===== src/rtl/muldiv_unit.sv =====
// Iterative multiply/divide unit with HI/LO result registers (MIPS style).
// One bit per cycle: shift-add multiply, restoring divide on magnitudes, sign fix-up at the end.
module muldiv_unit #(
  parameter int WIDTH = 32
) (
  input  logic             clk,
  input  logic             rst,
  input  logic             start,
  input  logic [1:0]       op,
  input  logic [WIDTH-1:0] a,
  input  logic [WIDTH-1:0] b,
  input  logic             flush,
  input  logic             hi_we,
  input  logic             lo_we,
  input  logic [WIDTH-1:0] wdata,
  output logic             busy,
  output logic             done,
  output logic [WIDTH-1:0] hi,
  output logic [WIDTH-1:0] lo,
  output logic             dbz
);

  typedef enum logic [1:0] {IDLE, CALC, FIX} state_t;
  localparam int CW = (WIDTH > 1) ? $clog2(WIDTH) : 1;

  state_t               state;
  logic [CW-1:0]        cnt;
  logic [2*WIDTH-1:0]   p;        // {remainder/partial-product, quotient/multiplier}
  logic [WIDTH-1:0]     opnd;     // multiplicand or divisor magnitude
  logic [WIDTH-1:0]     a_q;      // original dividend, returned in HI on divide-by-zero
  logic                 is_div;
  logic                 neg_q;
  logic                 neg_r;
  logic                 b_zero;

  logic                 a_neg, b_neg;
  logic [WIDTH-1:0]     a_mag, b_mag;
  logic [WIDTH:0]       add_sum;
  logic [WIDTH+1:0]     sub_diff;
  logic [2*WIDTH-1:0]   p_next;
  logic [2*WIDTH-1:0]   prod;
  logic [WIDTH-1:0]     quot, rem;
  logic [WIDTH-1:0]     res_hi, res_lo;

  // NOTE: every always_comb output gets a default first so no path can infer a latch.
  always_comb begin
    a_neg    = ~op[0] & a[WIDTH-1];
    b_neg    = ~op[0] & b[WIDTH-1];
    a_mag    = a_neg ? (~a + WIDTH'(1)) : a;
    b_mag    = b_neg ? (~b + WIDTH'(1)) : b;

    add_sum  = {1'b0, p[2*WIDTH-1:WIDTH]} + {1'b0, (p[0] ? opnd : '0)};
    sub_diff = {1'b0, p[2*WIDTH-1:WIDTH-1]} - {2'b00, opnd};
    p_next   = {add_sum, p[WIDTH-1:1]};
    if (is_div) begin
      // Borrow out of the trial subtraction means the shifted remainder is below the divisor.
      if (sub_diff[WIDTH+1]) p_next = {p[2*WIDTH-2:0], 1'b0};
      else                   p_next = {sub_diff[WIDTH-1:0], p[WIDTH-2:0], 1'b1};
    end

    prod   = neg_q ? (~p + (2*WIDTH)'(1)) : p;
    quot   = neg_q ? (~p[WIDTH-1:0] + WIDTH'(1)) : p[WIDTH-1:0];
    rem    = neg_r ? (~p[2*WIDTH-1:WIDTH] + WIDTH'(1)) : p[2*WIDTH-1:WIDTH];
    res_hi = prod[2*WIDTH-1:WIDTH];
    res_lo = prod[WIDTH-1:0];
    if (is_div) begin
      res_hi = b_zero ? a_q : rem;
      res_lo = b_zero ? '1  : quot;
    end
  end

  // NOTE: sequential state uses non-blocking assignments only; the datapath registers are
  // reset too so the whole unit comes out of reset in a known state.
  always_ff @(posedge clk or negedge rst) begin
    if (!rst) begin
      state  <= IDLE;
      cnt    <= '0;
      p      <= '0;
      opnd   <= '0;
      a_q    <= '0;
      is_div <= 1'b0;
      neg_q  <= 1'b0;
      neg_r  <= 1'b0;
      b_zero <= 1'b0;
      busy   <= 1'b0;
      done   <= 1'b0;
      hi     <= '0;
      lo     <= '0;
      dbz    <= 1'b0;
    end else begin
      done <= 1'b0;
      case (state)
        IDLE: begin
          if (hi_we) hi <= wdata;
          if (lo_we) lo <= wdata;
          if (start && !flush) begin
            state  <= CALC;
            busy   <= 1'b1;
            cnt    <= '0;
            is_div <= op[1];
            neg_q  <= a_neg ^ b_neg;
            neg_r  <= a_neg;
            b_zero <= (b == '0);
            a_q    <= a;
            opnd   <= op[1] ? b_mag : a_mag;
            p      <= {{WIDTH{1'b0}}, (op[1] ? a_mag : b_mag)};
          end
        end
        CALC: begin
          if (flush) begin
            state <= IDLE;
            busy  <= 1'b0;
          end else begin
            p   <= p_next;
            cnt <= cnt + CW'(1);
            if (cnt == CW'(WIDTH - 1)) state <= FIX;
          end
        end
        FIX: begin
          state <= IDLE;
          busy  <= 1'b0;
          if (!flush) begin
            hi   <= res_hi;
            lo   <= res_lo;
            dbz  <= is_div & b_zero;
            done <= 1'b1;
          end
        end
        default: begin
          state <= IDLE;
          busy  <= 1'b0;
        end
      endcase
    end
  end

endmodule


===== config.mk =====
export PLATFORM = sky130hd
export DESIGN_NAME = muldiv_unit
export DESIGN_NICKNAME = d
export VERILOG_FILES = /design/src/rtl/muldiv_unit.sv
export SDC_FILE = /design/constraint.sdc
export NUM_CORES = 1
export LEC_CHECK = 0
export CAP_MARGIN = 0
export CORE_UTILIZATION = 45
export CTS_BUF_LIST = sky130_fd_sc_hd__clkbuf_4 sky130_fd_sc_hd__clkbuf_8
export DETAILED_ROUTE_END_ITERATION = 10
export PLACE_DENSITY_LB_ADDON = 0.1
export SKIP_CTS_REPAIR_TIMING = 1
export SYNTH_ARGS = -nofsm -noshare
export SYNTH_HDL_FRONTEND = slang
export SYNTH_SLANG_ARGS = --single-unit
export TNS_END_PERCENT = 1

===== constraint.sdc =====
create_clock -name clk -period 4.45 [get_ports clk]
set_clock_uncertainty 0.15 [all_clocks]
set_input_delay 0.89 -clock clk [delete_from_list [all_inputs] [get_ports clk]]
set_output_delay 0.89 -clock clk [all_outputs]
set_load 0.02 [all_outputs]

==> results.toml <==
[run_status]
status = "completed"

[clock_tree]
cts_root_buf = "clkbuf_8"
cts_buffers = 41
clk_latency_ns = 0.63
cts_max_path_buffers = 3
htree_levels = 2
clk_pin_slew_ns = 0.06
cts_sinks = 206
cts_tree = "done"

[pwr]
switching_share_pct = 46.6
p_leak_uw = 0.00876
combPwrFrac_pct = 56.4
clkPwrFrac_pct = 18.9
power_density_nw_per_um2 = 541
seq_power_share_pct = 24.7
ir_drop_mv = 0.283
p_sw_uw = 5270
intPower_uw = 6030

[layout]
final_common_cell = "nand2_1"
diodes = 0
post-route-util_pct = 55.6
layout-drive-gt1-share_pct = 10.1
area.growth.synth_to_final_pct = 21.7
nets = 2618
final_cells = 2984
layout_common_cells = "307 x nand2_1, 236 x o21ai_0, 214 x a21oi_1"

[critical_path]
path_class = "flop to flop"
r2r_setup_slack_ns = 0.34
path_cells = "inv_1, ha_1, inv_1, fa_1, a211oi_1, o21ai_0, a221oi_1, buf_4, o2111ai_1, a31oi_1, o21ai_0, a311oi_1, mux2i_1, nand2_1"
critPathMaxStageDelay_ns = 0.43
worstPathMaxFanout = 3
end_kind = "flop"
r2r-end = "p[62]"
critPathRequiredTime_ns = 4.79
critical_path.slowest_cell = "fa_1"
worstPathArrival_ns = 4.46
rr_worst_depth = 14
cp-start-kind = "flop"
r2r-start = "p[31]"

[yosys]
synthArstFlopShare_pct = 100
ys_seq_elements = 206
synth_edf_count = 0
synth_top_area_share_pct = 30.1
ys_types = 77
synth.area.top_cells = "dfrtp_1 30%, o21ai_0 6.9%, nand2_1 6.7%, a21oi_1 6.3%, xnor2_1 5.7%"
synth_ff_type = "dfrtp_1"
syn_area_um2 = 17100
syn-instance-count = 2256
synth_warnings = 0
avgSynthCellArea_um2 = 7.60
synthesis.nets = 2432
ys_seq_area_share_pct = 30.1
synth.largest_area_cell = "dfrtp_1"

[routing]
drt_first_iter_violations = 1834
wl_um = 71600
wl_per_cell_um = 24.0
remaining_drc_errors = 0
vias = 18200
first_pass_iters = 6
routed_via_density = 6.11
drtAntennaViolNets = 0

[global_routing]
grt_max_degree = 103
grt_overflow = 0
track_usage_pct = 36.6
grt_pass1_wl_um = 106000
antenna_found_initial = 1
grt_pass1_vias = 17200

[timing]
period_minus_slack_ns = 4.11
slew_headroom_pct = 47.1
worst_slew_pin_slew_ns = 0.794
slew_viol_final = 0
tns_ns = 0
finalSetupViolCount = 0
finalHoldViolations = 0
rsz0062_at_grt = "false"
fmax_mhz = 243
fin_crit_sh_pct = 92.4

[floorplan]
coreArea_um2 = 37600
start_util_pct = 45.6
die_w_um = 197
die_h_um = 197
num_io_pins = 171
dieArea_um2 = 38900
rows = 71

[job]
max_cap_violations = 0

[placement]
dp.final_hpwl_um = 56000
dp_cells = 2910
gp_congestion = 0.970
place.port_buffers = 170

[hold_path]
hold_class = "input pin to asynchronous set/reset pin"
## layer usage
layer,wire length [um],global-route usage (%),vias up
li1,-,-,8457
met5,17,0,-
met3,6170,7.73,138
met1,31800,51.9,8776
met4,2900,14.4,2
met2,30700,54.1,852
## flip-flops by register name, summed over array words and instances (netlist names)
register	count
p	64
a_q	32
hi	32
lo	32
opnd	32
cnt	5
state	2
b_zero	1
busy	1
dbz	1
done	1
is_div	1
neg_q	1
neg_r	1
## critical path, delay by kind of cell (launching register included)
| kind | cells | cell delay (ns) |
|---|---|---|
| muxes | 1 | 0.36 |
| AOI/OAI and AO/OA | 7 | 2.13 |
| DFF | 1 | 0.38 |
| buffers and inverters | 3 | 0.30 |
| adders and majority gates | 2 | 0.59 |
| and+or+nand+nor | 1 | 0.09 |
## cell usage after synthesis (all sizes together), types with 9 or more instances
library cell,count
o221ai,13
o31ai,34
or2,9
and3,15
clkbuf,140
mux2i,54
a21o,28
nand3,55
buf,22
o21a,10
nor2,204
or4,13
dfrtp,206
inv,66
a31oi,20
a22oi,15
xnor2,111
ha,70
nand4,16
a21oi,215
nor4,14
nor3,41
o21ai,236
nand2b,22
o211ai,29
o22ai,32
a221oi,12
nand2,307
nor2b,15
a211oi,16
o41ai,11
xor2,68
or3,31
## kinds of logic (layout without fill, tap and decap cells)
family | Yosys count | in the layout | synth area share, %
fa+ha+maj | 72 | 72 | 5.34
simple gates | 776 | 776 | 20.9
buf+inv | 228 | 445 | 5.04
compound gates | 738 | 738 | 26.1
flops | 206 | 206 | 30.1
mux | 57 | 57 | 3.35
xor+xnor | 179 | 179 | 9.14
## worst max path at each step
stage / from / endpoint / slack [ns] / cells past startpoint
2_1_floorplan: p[31] / p[62] / 0.89 / 14
3_3_place_gp: b[13] / opnd[27] / 0.36 / 10
3_5_place_dp: b[13] / opnd[27] / 0.35 / 10
4_1_cts: p[31] / p[62] / 0.42 / 14
5_1_grt: p[31] / p[62] / 0.19 / 14
6_report: p[31] / p[62] / 0.34 / 14
## cell type report
cell class              instances  area (um^2)
clock buffers                  68          855
repair buffers                305         2790
clock inverters                 6         40.0
well taps                     511          639
flip-flops and latches        206         5160
multi-input cells            1822        11100
inverters                      66          248
fillers                      3611        16700
## through the flow
stage / hold WS, ns / cell area [um^2] / power [uW] / setup slack, ns
global placement: 0.311 / 20000 / 8940 / 0.363
detailed placement: 0.319 / 20000 / 9000 / 0.352
finish: 0.131 / 20900 / 11300 / 0.336
global route: 0.195 / 20900 / 12000 / 0.193
CTS: 0.175 / 20900 / 11200 / 0.419
floorplan: 0.290 / 17100 / 6680 / 0.889
## power groups by stage
| stage | Clock [uW] | Combinational (uW) | Sequential (uW) |
|---|---|---|---|
| 2_1_floorplan | 0 | 4010 | 2670 |
| 3_3_place_gp | 0 | 6160 | 2780 |
| 3_5_place_dp | 0 | 6200 | 2800 |
| 4_1_cts | 2160 | 6240 | 2770 |
| 5_1_grt | 2240 | 6890 | 2820 |
| 6_report | 2130 | 6380 | 2790 |
No activity file was read; power rests on OpenSTA's default activity.
